[src/rtl/ble_clk_switch_ctrl.sv]
// ble_clk_switch_ctrl: break-before-make sequencer driving the one-hot select of the BLE PHY
// glitch-free clock mux; all selects go low for OFF_CYCLES before the new one is raised.
module ble_clk_switch_ctrl #(
    parameter int unsigned NUM_CLOCKS    = 2,
    parameter int unsigned IDX_W         = 1,
    parameter int unsigned OFF_CYCLES    = 8,
    parameter int unsigned SETTLE_CYCLES = 8,
    parameter int unsigned RESET_SEL     = 0
) (
    input  logic                  clk,
    input  logic                  rst,
    input  logic                  req_valid,
    input  logic [IDX_W-1:0]      req_idx,
    output logic                  req_ready,
    output logic [NUM_CLOCKS-1:0] clk_select,
    output logic [IDX_W-1:0]      cur_idx,
    output logic                  busy,
    output logic                  done,
    output logic                  err
);
    localparam int unsigned MAX_CYC = (OFF_CYCLES > SETTLE_CYCLES) ? OFF_CYCLES : SETTLE_CYCLES;
    localparam int unsigned CW = $clog2(MAX_CYC) + 1;
    localparam logic [CW-1:0] OFF_LOAD = CW'(OFF_CYCLES - 1);
    localparam logic [CW-1:0] SETTLE_LOAD = CW'(SETTLE_CYCLES - 1);
    localparam logic [NUM_CLOCKS-1:0] ONE = NUM_CLOCKS'(1);
    localparam logic [IDX_W:0] NC = (IDX_W + 1)'(NUM_CLOCKS);

    typedef enum logic [1:0] {IDLE, OFF, ON} state_t;

    state_t                state_q, state_d;
    logic [CW-1:0]         cnt_q, cnt_d;
    logic [NUM_CLOCKS-1:0] sel_q, sel_d;
    logic [IDX_W-1:0]      cur_q, cur_d;
    logic [IDX_W-1:0]      tgt_q, tgt_d;
    logic                  ready_q, busy_q, done_q, err_q;
    logic                  done_d, err_d;

    always_ff @(posedge clk) begin
        if (rst) begin
            state_q <= IDLE;
            cnt_q   <= '0;
            sel_q   <= ONE << RESET_SEL;
            cur_q   <= IDX_W'(RESET_SEL);
            tgt_q   <= IDX_W'(RESET_SEL);
            ready_q <= 1'b1;
            busy_q  <= 1'b0;
            done_q  <= 1'b0;
            err_q   <= 1'b0;
        end else begin
            state_q <= state_d;
            cnt_q   <= cnt_d;
            sel_q   <= sel_d;
            cur_q   <= cur_d;
            tgt_q   <= tgt_d;
            ready_q <= (state_d == IDLE);
            busy_q  <= (state_d != IDLE);
            done_q  <= done_d;
            err_q   <= err_d;
        end
    end

    always_comb begin
        state_d = state_q;
        cnt_d   = cnt_q;
        sel_d   = sel_q;
        cur_d   = cur_q;
        tgt_d   = tgt_q;
        done_d  = 1'b0;
        err_d   = 1'b0;
        unique case (state_q)
            IDLE: begin
                if (req_valid) begin
                    if ({1'b0, req_idx} >= NC) begin
                        err_d = 1'b1;
                    end else if (req_idx == cur_q) begin
                        done_d = 1'b1;
                    end else begin
                        state_d = OFF;
                        sel_d   = '0;
                        tgt_d   = req_idx;
                        cnt_d   = OFF_LOAD;
                    end
                end
            end
            OFF: begin
                // cur_idx keeps the old index until the new select is actually driven
                if (cnt_q == '0) begin
                    state_d = ON;
                    sel_d   = ONE << tgt_q;
                    cur_d   = tgt_q;
                    cnt_d   = SETTLE_LOAD;
                end else begin
                    cnt_d = cnt_q - CW'(1);
                end
            end
            ON: begin
                if (cnt_q == '0) begin
                    state_d = IDLE;
                    done_d  = 1'b1;
                end else begin
                    cnt_d = cnt_q - CW'(1);
                end
            end
            default: state_d = IDLE;
        endcase
    end

    assign req_ready  = ready_q;
    assign clk_select = sel_q;
    assign cur_idx    = cur_q;
    assign busy       = busy_q;
    assign done       = done_q;
    assign err        = err_q;
endmodule

[config.mk]
export PLATFORM = sky130hd
export DESIGN_NAME = ble_clk_switch_ctrl
export DESIGN_NICKNAME = d
export VERILOG_FILES = /design/src/rtl/ble_clk_switch_ctrl.sv
export SDC_FILE = /design/constraint.sdc
export NUM_CORES = 1
export LEC_CHECK = 0
export CAP_MARGIN = 10
export CORE_MARGIN = 10
export CORE_UTILIZATION = 51
export DETAILED_ROUTE_END_ITERATION = 16
export GPL_TIMING_DRIVEN = 0
export MAX_ROUTING_LAYER = met4
export PLACE_DENSITY = 0.72
export SYNTH_ARGS = -nofsm -noshare
export SYNTH_HDL_FRONTEND = slang
export SYNTH_SLANG_ARGS = --single-unit
[constraint.sdc]
create_clock -name clk -period 2.3 [get_ports clk]
set_input_delay 0.23 -clock clk [delete_from_list [all_inputs] [get_ports clk]]
set_output_delay 0.23 -clock clk [all_outputs]
set_load 0.005 [all_outputs]
**Word-level counts from Yosys, hierarchy flattened**

Index checks and enable logic that the tools add are counted.

- Mux-type cells: 18
- Bitwise operators: 1
- Equal/unequal tests: 7
- Reductions and logical operators: 10
- Shifts and indexed selects: 1
- $add $sub $neg: 1

Operator list:

| kind | number |
|---|---|
| $mux 4 | 4 |
| $mux 2 | 7 |
| $pmux 4 s3 | 1 |
| $ne 2x2->1 const B | 4 |
| $reduce_and 4->1 | 2 |
| $pmux 2 s3 | 1 |
| $logic_not 2->1 | 2 |
| $logic_not 4->1 | 1 |
| $pmux 2 s2 | 1 |
| $reduce_bool 2->1 | 2 |
| $sub 4x1->4 const B | 1 |
| $mux 1 | 3 |
| $reduce_and 3->1 | 1 |
| $reduce_bool 3->1 | 1 |
| $eq 2x1->1 const B | 1 |
| $eq 2x2->1 const B | 1 |
| $pmux 1 s2 | 1 |
| $reduce_and 2->1 | 1 |
| $shl 1x1->2 const A | 1 |
| $eq 1x1->1 | 1 |
| $not 1->1 | 1 |

- Input bits: 4
- Output and inout port bits: 7
- Flip-flop bits (word level): 13
- Logic and storage cells: 46

**Depth between registers and ports, before layout**

- Depth after elaboration: 5
- Gate-level depth with buffers: 7
- Gate-level depth less buffers: 6

**Worst setup path after synthesis**

Ideal clock, no wire load.

- Path kind: register to register
- Start point: register cnt_q[0]
- End point: register cnt_q[1]
- Path slack: 0.638 ns
- Data required time: 2.179 ns
- Period minus slack after synthesis: 1.662 ns
- Stages on the path, launching flop included: 7
- Arrival time: 1.541 ns
- Path through: dfxtp_1 -> inv_1 -> ha_1 -> nor3b_1 -> a21oi_1 -> nand2_1 -> mux2_2

- Longest elaborated chain between the ends: 3

RTL lines:

| element | RTL line | RTL |
|---|---|---|
| start, declared | 31 | `logic [CW-1:0] cnt_q, cnt_d;` |
| start signal, assigned | 51 | `cnt_q <= cnt_d;` |
| $sub 4x1->4 or $logic_not 4->1 (tied branches) | -- |  |
| $mux 4, or another cell as far along | 97 | `if (cnt_q == '0) begin` |
| $pmux 4 s3 or $reduce_and 4->1 (tied branches) | -- |  |

Parallel ways exist; a longest one is shown, timed or not. The select of a mux whose other input is x is not followed.
A chain may end at the register's enable or synchronous reset.

**Worst setup path in the final report**

Same ends and word-level chain as after synthesis.

==> results.ini <==
[status]
status = finished clean

[cts]
postCtsHoldBufs = 0
path_clk_slew_ps = 80
worstSkewPairLatency_ps = 290
cts.sinks = 13
cts_root_buf = clkbuf_4
cts_setup_buffers = 0
htreeDepth = 1
numCtsBuffers = 3
clock_path_buffers = 2
cts_resized = 0
cts_tree = done

[pwr]
power_leakage_nw = 0.3513
clkPwrFrac_pct = 21.8
p_sw_uw = 223.8
pwr-share-comb_pct = 37.0
p_sw_share_pct = 33.78
intPower_uw = 438.7
vdd_drop_max_v = 0.0004239
cellPowerDensity_nw_per_um2 = 741.6
total_power_uw = 662.5
seqPwrFrac_pct = 41.2

[setup_path]
cp_slowest_cell = nor3b_1
critical-path-top-delay-family = simple AND/OR/NAND/NOR gates
slowest_delay_ps = 490
critPathCaptureType = flop
critPathRequiredTime_ps = 2480
cp.buffers_inverters = 1
critPathLaunchType = flop
crit_chain = inv_1 -> ha_1 -> nor3b_1 -> a21oi_1 -> nand2_1 -> mux2_2
path_class = flop to flop
crit_fanout = 5
critPathArrivalTime_ps = 2140

[floorplanning]
core_um2 = 1350
io_pins = 11
start_util_pct = 56.16
die_h_um = 58.56
num_rows = 13
die_x_um = 58.56
dieArea_um2 = 3429

[logic_synthesis]
ys_ff_latch = 13
yosysWarnings = 0
avgSynthCellArea_um2 = 8.817
ys_seq_area_share_pct = 34.32
ys.flop_type = dfxtp_1
synth_top_cell_by_area = dfxtp_1
syn-num-nets = 95
syn-instance-count = 86
yosys-top-cells-area = dfxtp_1 34%, ha_1 8.3%, a21oi_1 7.3%, o21ai_0 4.0%, xnor2_1 3.5%
yosysUniqueCellTypes = 36
synth_edf_count = 0
synth_top_area_share_pct = 34.32
netlist_area_um2 = 758.2
synthArstFlopShare_pct = 0

[finish]
fin_nets = 109
final_cell_mix = 13 x dfxtp_1, 11 x a21oi_1, 9 x clkdlybuf4s50_1, 6 x inv_1, 6 x o21ai_0
area_growth_pct = 17.82
antenna_cells = 0
drive_above_1_share_pct = 10.10
nFillCells = 118
layout_commonest_cell = dfxtp_1

[global_routing]
grt_remaining_overflow = 0
antenna_found_initial = 0
grt_max_degree = 11
grt_usage_pct = 10.61
grt_pass1_vias = 619
grt_first_pass_wirelength_mm = 2.829

[run]
maxCapViolCount = 0

[sta]
worst_slew_pin_slew_ps = 545.1
finalMaxSlewViolations = 0
setup_viol = 0
max_freq_mhz = 511.7
fin_ws_ps = 345.6
period_needed_ps = 1954
post-route-period-util_pct = 84.97
finalSetupTns_ps = 0
hold_viol = 0
fin_skew_ps = 8.144
slew-limit-headroom_pct = 63.58
rsz0062_at_grt = false

[worst_hold_path]
hold_path_class = flop to flop

[placement]
place_ws_ps = 417.0
dp_hpwl_mm = 1.173
portBuffers = 9
finalWeightedCongestion = 0.8125

[routing]
dr.pass1.iters = 4
ant_nets = 0
via_per_inst = 5.658
num_vias = 645
drcViolationCount = 0
routed_wl_mm = 1.582
routedWlPerCell_um = 13.88
dr.first_iter.drc_count = 9

-- final cells by class --
type | instances | area (µm²) | share of cell area, %
buffer | 4 | 27.53 | 3.081
clock buffer | 4 | 26.28 | 2.941
inverter | 6 | 22.52 | 2.521
multi-input combinational | 63 | 447.9 | 50.14
sequential | 13 | 260.3 | 29.13
tap | 15 | 18.77 | 2.101
timing repair buffer | 9 | 90.09 | 10.08
-- layer usage --
| metal | vias up | global-route usage, % | routed length (µm) |
|---|---|---|---|
| met5 | - | - | 0 |
| met4 | 0 | 4.698 | 31 |
| met3 | 5 | 4.077 | 54 |
| met2 | 11 | 15.02 | 749 |
| met1 | 300 | 12.93 | 747 |
| li1 | 329 | - | - |
-- synth_stat cells (all sizes together) (2+ instances only) --
cell and number:
dfxtp 13, buf 3, and2 2, o21ai 7, mux2i 3, nor2 4
nand2b 2, inv 6, xnor2 3, nand2 5, ha 5, nor3 2
a21oi 11, nand3 3
-- power by group through the flow --
| stage | Clock [mW] | Sequential (mW) | Combinational [mW] |
|---|---|---|---|
| floorplan | 0 | 0.274 | 0.178 |
| detailed placement | 0 | 0.277 | 0.241 |
| global placement | 0 | 0.277 | 0.237 |
| finish | 0.145 | 0.273 | 0.245 |
| global route | 0.160 | 0.276 | 0.272 |
| CTS | 0.150 | 0.273 | 0.245 |
-- flip-flops by register name (all words and copies together), names as in the netlist --
| name | flops |
|---|---|
| busy | 1 |
| clk_select | 2 |
| cnt_q | 4 |
| cur_idx | 1 |
| done | 1 |
| req_ready | 1 |
| state_q | 2 |
| tgt_q | 1 |
-- metrics by stage --
step	hold slack [ps]	utilization, %	cell area (µm²)	cells
floorplan	387.0	-	758.2	86
global placement	450.6	64.23	867.1	110
detailed placement	462.1	64.23	867.1	110
CTS	485.8	66.17	893.4	114
global route	512.5	66.17	893.4	114
finish	476.8	66.17	893.4	114
-- path summary, 6_finish.rpt --
kind	cells past startpoint	to	start	slack [ps]
worst min-delay path	1	clk_select[0]	clk_select[0]	480
worst max-delay path	6	cnt_q[1]	cnt_q[0]	350
worst max register to register	6	cnt_q[1]	cnt_q[0]	350
worst min register to register	1	clk_select[0]	clk_select[0]	480
-- logic make-up after synthesis --
group / Yosys count / synth area share (%)
DFF: 13 / 34.32
xor gates and xnor gates: 4 / 4.621
adders and majority gates: 5 / 8.251
muxes: 4 / 7.095
AOI/OAI and AO/OA: 25 / 20.79
and+or+nand+nor: 24 / 17.82
other: 1 / 0.4946
buffers and inverters: 10 / 6.600
Power figures use the tool's default switching activity.
